`config.mk`:
```
export PLATFORM = sky130hd
export DESIGN_NAME = irq_pending_ctrl_flat
export DESIGN_NICKNAME = d
export VERILOG_FILES = /design/src/rtl/irq_pending_ctrl_if.sv /design/src/rtl/irq_pending_ctrl.sv /design/src/flat_wrapper.sv
export SDC_FILE = /design/constraint.sdc
export NUM_CORES = 1
export LEC_CHECK = 0
export BUFFER_PORTS_ARGS = -buffer_cell sky130_fd_sc_hd__buf_2
export CAP_MARGIN = 20
export CORE_MARGIN = 2
export CORE_UTILIZATION = 40
export DETAILED_ROUTE_END_ITERATION = 10
export PLACE_DENSITY = 0.61
export SLEW_MARGIN = 20
export SYNTH_ARGS = -nofsm -noshare
export SYNTH_HDL_FRONTEND = slang
export SYNTH_SLANG_ARGS = --single-unit
```
`constraint.sdc`:
```
create_clock -name clk -period 4.2 [get_ports clk]
set_input_delay 0.42 -clock clk [delete_from_list [all_inputs] [get_ports clk]]
set_output_delay 0.42 -clock clk [all_outputs]
set_load 0.02 [all_outputs]
```
`src/rtl/irq_pending_ctrl_if.sv`:
```
// Bus bundle between the request-capture stage, its priority encoder and the consumer.
// The slave modport is the capture stage; the master modport is everything around it.
interface irq_pending_ctrl_if #(
    parameter int CNT_W = 8
);
    logic [3:0]       req;
    logic [3:0]       mask;
    logic [3:0]       enc_in;
    logic [1:0]       enc_out;
    logic             enc_valid;
    logic             irq_valid;
    logic [1:0]       irq_id;
    logic             irq_ready;
    logic             clr_cnt;
    logic [CNT_W-1:0] missed_cnt;

    modport slave (
        input  req, mask, enc_out, enc_valid, irq_ready, clr_cnt,
        output enc_in, irq_valid, irq_id, missed_cnt
    );

    modport master (
        output req, mask, enc_out, enc_valid, irq_ready, clr_cnt,
        input  enc_in, irq_valid, irq_id, missed_cnt
    );
endinterface

```
`src/rtl/irq_pending_ctrl.sv`:
```
// Sticky pending latch for four event lines, masked into an external priority encoder,
// with the winning index offered to a consumer over valid/ready and a missed-event counter.
module irq_pending_ctrl #(
    parameter int CNT_W     = 8,
    parameter bit EDGE_MODE = 1'b1
) (
    input logic               clk,
    input logic               rst,
    irq_pending_ctrl_if.slave bus
);

    typedef enum logic {
        IDLE,
        PRESENT
    } state_t;

    state_t           state_q, state_d;
    logic [3:0]       req_q;
    logic [3:0]       pend_q, pend_d;
    logic [1:0]       irq_id_q, irq_id_d;
    logic [CNT_W-1:0] missed_cnt_q, missed_cnt_d;

    logic [3:0]       ev;
    logic [3:0]       clr;
    logic [3:0]       lost;
    logic             handshake;

    // An event that lands on its own clear re-arms the bit instead of being counted lost.
    always_comb begin
        ev        = EDGE_MODE ? (bus.req & ~req_q) : bus.req;
        handshake = (state_q == PRESENT) && bus.irq_ready;
        clr       = handshake ? (4'b0001 << irq_id_q) : 4'b0000;
        lost      = ev & pend_q & ~clr;
        pend_d    = ev | (pend_q & ~clr);
    end

    always_comb begin
        missed_cnt_d = missed_cnt_q;
        if (bus.clr_cnt) begin
            missed_cnt_d = '0;
        end else if ((|lost) && (missed_cnt_q != {CNT_W{1'b1}})) begin
            missed_cnt_d = missed_cnt_q + CNT_W'(1);
        end
    end

    // Returning to IDLE after every grant lets the encoder see the cleared bit before it picks again.
    always_comb begin
        state_d  = state_q;
        irq_id_d = irq_id_q;
        case (state_q)
            IDLE: begin
                if (bus.enc_valid) begin
                    irq_id_d = bus.enc_out;
                    state_d  = PRESENT;
                end
            end
            PRESENT: begin
                if (bus.irq_ready) begin
                    state_d = IDLE;
                end
            end
        endcase
    end

    always_ff @(posedge clk or posedge rst) begin
        if (rst) begin
            state_q      <= IDLE;
            req_q        <= 4'b0000;
            pend_q       <= 4'b0000;
            irq_id_q     <= 2'd0;
            missed_cnt_q <= '0;
        end else begin
            state_q      <= state_d;
            req_q        <= bus.req;
            pend_q       <= pend_d;
            irq_id_q     <= irq_id_d;
            missed_cnt_q <= missed_cnt_d;
        end
    end

    assign bus.enc_in     = pend_q & ~bus.mask;
    assign bus.irq_valid  = (state_q == PRESENT);
    assign bus.irq_id     = irq_id_q;
    assign bus.missed_cnt = missed_cnt_q;

endmodule

```
`src/flat_wrapper.sv`:
```
// flat-port wrapper written by rule: the top's interface ports become plain ports
module irq_pending_ctrl_flat 
#(
    parameter int CNT_W     = 8,
    parameter bit EDGE_MODE = 1'b1
)
  (clk, rst, bus_req, bus_mask, bus_enc_out, bus_enc_valid, bus_irq_ready, bus_clr_cnt, bus_enc_in, bus_irq_valid, bus_irq_id, bus_missed_cnt);
  irq_pending_ctrl_if #(.CNT_W(CNT_W)) bus_i ();
  input logic clk;
  input logic rst;
  input wire logic [$bits(bus_i.req)-1:0] bus_req;
  input wire logic [$bits(bus_i.mask)-1:0] bus_mask;
  input wire logic [$bits(bus_i.enc_out)-1:0] bus_enc_out;
  input wire logic [$bits(bus_i.enc_valid)-1:0] bus_enc_valid;
  input wire logic [$bits(bus_i.irq_ready)-1:0] bus_irq_ready;
  input wire logic [$bits(bus_i.clr_cnt)-1:0] bus_clr_cnt;
  output wire logic [$bits(bus_i.enc_in)-1:0] bus_enc_in;
  output wire logic [$bits(bus_i.irq_valid)-1:0] bus_irq_valid;
  output wire logic [$bits(bus_i.irq_id)-1:0] bus_irq_id;
  output wire logic [$bits(bus_i.missed_cnt)-1:0] bus_missed_cnt;
  assign bus_i.req = bus_req;
  assign bus_i.mask = bus_mask;
  assign bus_i.enc_out = bus_enc_out;
  assign bus_i.enc_valid = bus_enc_valid;
  assign bus_i.irq_ready = bus_irq_ready;
  assign bus_i.clr_cnt = bus_clr_cnt;
  assign bus_enc_in = bus_i.enc_in;
  assign bus_irq_valid = bus_i.irq_valid;
  assign bus_irq_id = bus_i.irq_id;
  assign bus_missed_cnt = bus_i.missed_cnt;
  irq_pending_ctrl #(.CNT_W(CNT_W), .EDGE_MODE(EDGE_MODE)) u_core (.clk(clk), .rst(rst), .bus(bus_i));
endmodule
```
==> impl_metrics.toml <==
[clocking]
cts.root.buffer_cell = "clkbuf_4"
cts.sinks = 19
clockBufferDepth = 2
postCtsSetupRepairBufs = 0
cts_buffers = 3
clk_latency_ns = 0.30
clk_pin_slew_ns = 0.11
cts.repair.resized = 0
cts_tree = "yes"
cts_hold_buf = 0
htree_num_levels = 1

[routing]
post_drt_wl_per_cell_um = 12.3
drt_wl_total_um = 1860
dr.pass1.iters = 4
routed_via_density = 5.42
via_count = 818
first_iter_violations = 7
drcViolationCount = 0
ant_nets = 0

[placed_design]
dp.cells = 147
gp_congestion = 0.677
numPortBuffers = 29
dp_slack_ns = 2.26
dp_hpwl_um = 1380

[global_routing]
first_global_vias = 706
grt.total_usage_pct = 15.8
grt_overflow_total = 0
antenna_found_initial = 0
grt_pass1_wl_um = 3110
grt_max_degree = 20

[sta]
tns_ns = 0
fin_skew_ns = 0.00406
worst_slack_ns = 2.33
relSlewSlack_pct = 52.7
finalWorstPathRequiredPeriod_ns = 1.87
hold_ws_ns = 0.205
final_max_slew_viol_count = 0
fmax_mhz = 533
finalSetupViolCount = 0
hold_viol = 0
finalCritPeriodShare_pct = 44.6
rsz0062_at_grt = "false"
worst_slew_pin_slew_ns = 0.708

[run_status]
run_status = "finished clean"

[synth]
yosysWarnings = 0
synth.distinct_cells = 31
synth_ff_type = "dfrtp_1"
postSynthAreaPerCell_sq_um = 10.1
synth.ff_latch_count = 19
synth.yosys.seq_area_share_pct = 50.6
netlist_instances = 93
synth_top_area_cell = "dfrtp_1"
async_flop_share_pct = 100
yosysMostFrequentCell = "dfrtp_1"
yosys-top-cells-count = "dfrtp_1, a21oi_1, inv_1"
synth_area_sq_um = 940
synth_nets = 109
synth_top_area_share_pct = 50.6
synth_edf_count = 0
synthTopCellsByArea = "dfrtp_1, nor2b_1, a21oi_1"

[layout]
seq_area_sq_um = 475
final_nets = 140
drive_gt1_share_pct = 31.7
multi_input_area_sq_um = 422
fillers = 230
antenna_cells = 0
syn_to_final_growth_pct = 20.8
final_cells = 151

[power]
power.density_nw_per_um2 = 368
netSwitchingPower_uw = 136
p_leak_uw = 0.000539
seqPwrFrac_pct = 53.4
p_clk_share_pct = 22.7
internal_power_uw = 281
p_comb_share_pct = 23.9
switching_share_pct = 32.6
ir_drop_uv = 257

[setup_path]
crit_path_end_kind = "register"
cp_top_family = "simple AND/OR/NAND/NOR gates"
cpPeakStageDelay_ns = 0.51
worst-path-buf-inv = 0
crit_path_max_fanout = 16
cp.arrival_ns = 2.11
crit_type = "reg -> reg"
cp_cell_sequence = "nand4b_1, nor2_1, o32a_4, or4_1, a21oi_1"
cp_data_required_time_ns = 4.44
startpoint_type = "register"
cp_slowest_cell = "or4_1"

[floorplan]
core-area_sq_um = 2210
initial_utilization_pct = 42.5
io_pins = 30
fp-row-count = 17
dieArea_sq_um = 2750
fp.dieW_um = 52.5
die_h_um = 52.5

[min_path]
hold_path_class = "in -> async"

[job]
max_cap_violations = 0
==> power groups by stage <==
stage	Sequential [uW]	Combinational, uW	Clock [uW]
after floorplan	234	59.9	0
after global placement	226	99.9	0
after detailed placement	227	102	0
after CTS	223	102	101
after global routing	227	111	109
final	223	99.8	94.9
==> per-stage QoR <==
| stage | power (uW) | utilization [%] | area, sq um |
|---|---|---|---|
| after floorplan | 294 | - | 940 |
| after global placement | 326 | 50.1 | 1110 |
| after detailed placement | 329 | 50.1 | 1110 |
| after CTS | 426 | 51.3 | 1130 |
| after global routing | 447 | 51.3 | 1130 |
| final | 418 | 51.3 | 1130 |
==> placed cells by master, fill, tap and decap left out, drive strengths merged, types with 2 or more instances in the layout <==
cell / instances
a21o: 2
a21oi: 8
and3b: 2
buf: 29
clkbuf: 3
dfrtp: 19
inv: 8
mux2: 2
nand2: 5
nand3: 3
nand4b: 2
nor2: 3
nor2b: 7
o21ai: 6
o31ai: 5
or4: 4
==> layer usage <==
metal | wire length [um] | track usage (%) | share of wire, % | vias to the layer above
met5 | 0 | 0 | 0 | -
met4 | 16 | 6.41 | 0.86 | 0
met1 | 755 | 19.2 | 41 | 394
met2 | 975 | 24.8 | 52 | 24
met3 | 116 | 6.29 | 6.2 | 2
li1 | - | - | - | 398
==> cell families (layout without fill, tap and decap cells) <==
logic type | after synthesis | after routing | synth area share (%)
simple gates | 33 | 33 | 21.2
compound gates | 27 | 27 | 20.0
flops | 19 | 19 | 50.6
buf+inv | 11 | 41 | 4.53
mux | 2 | 2 | 2.40
fa+ha+maj | 1 | 1 | 1.33
==> path summary, 6_finish.rpt <==
path | from | end | slack (ns) | cells past startpoint
hold reg to reg | u_core.req_q[0] | u_core.pend_q[0] | 0.46 | 1
max in group asynchronous | rst | u_core.bus.missed_cnt[4] | 3.54 | 2
setup reg to reg | u_core.bus.irq_id[0] | u_core.bus.missed_cnt[5] | 2.33 | 5
setup / recovery | u_core.bus.irq_id[0] | u_core.bus.missed_cnt[5] | 2.33 | 5
hold / removal | rst | u_core.bus.missed_cnt[1] | 0.20 | 2
min in group clk | bus_req[3] | u_core.req_q[3] | 0.22 | 1
==> sequential cells by signal, summed over array words and instances (netlist names) <==
| name | flops |
|---|---|
| u_core.req_q | 4 |
| u_core.bus.irq_id | 2 |
| u_core.bus.irq_valid | 1 |
| u_core.pend_q | 4 |
| u_core.bus.missed_cnt | 8 |
==> layout make-up <==
cell class / count / share of cell area (%)
tap: 28 / 3.09
inverter: 8 / 2.65
timing repair buffer: 29 / 12.8
multi-input combinational: 63 / 37.2
clock inverter: 1 / 0.441
sequential: 19 / 41.9
clock buffer: 3 / 1.98
(Power assumes the default switching activity.)
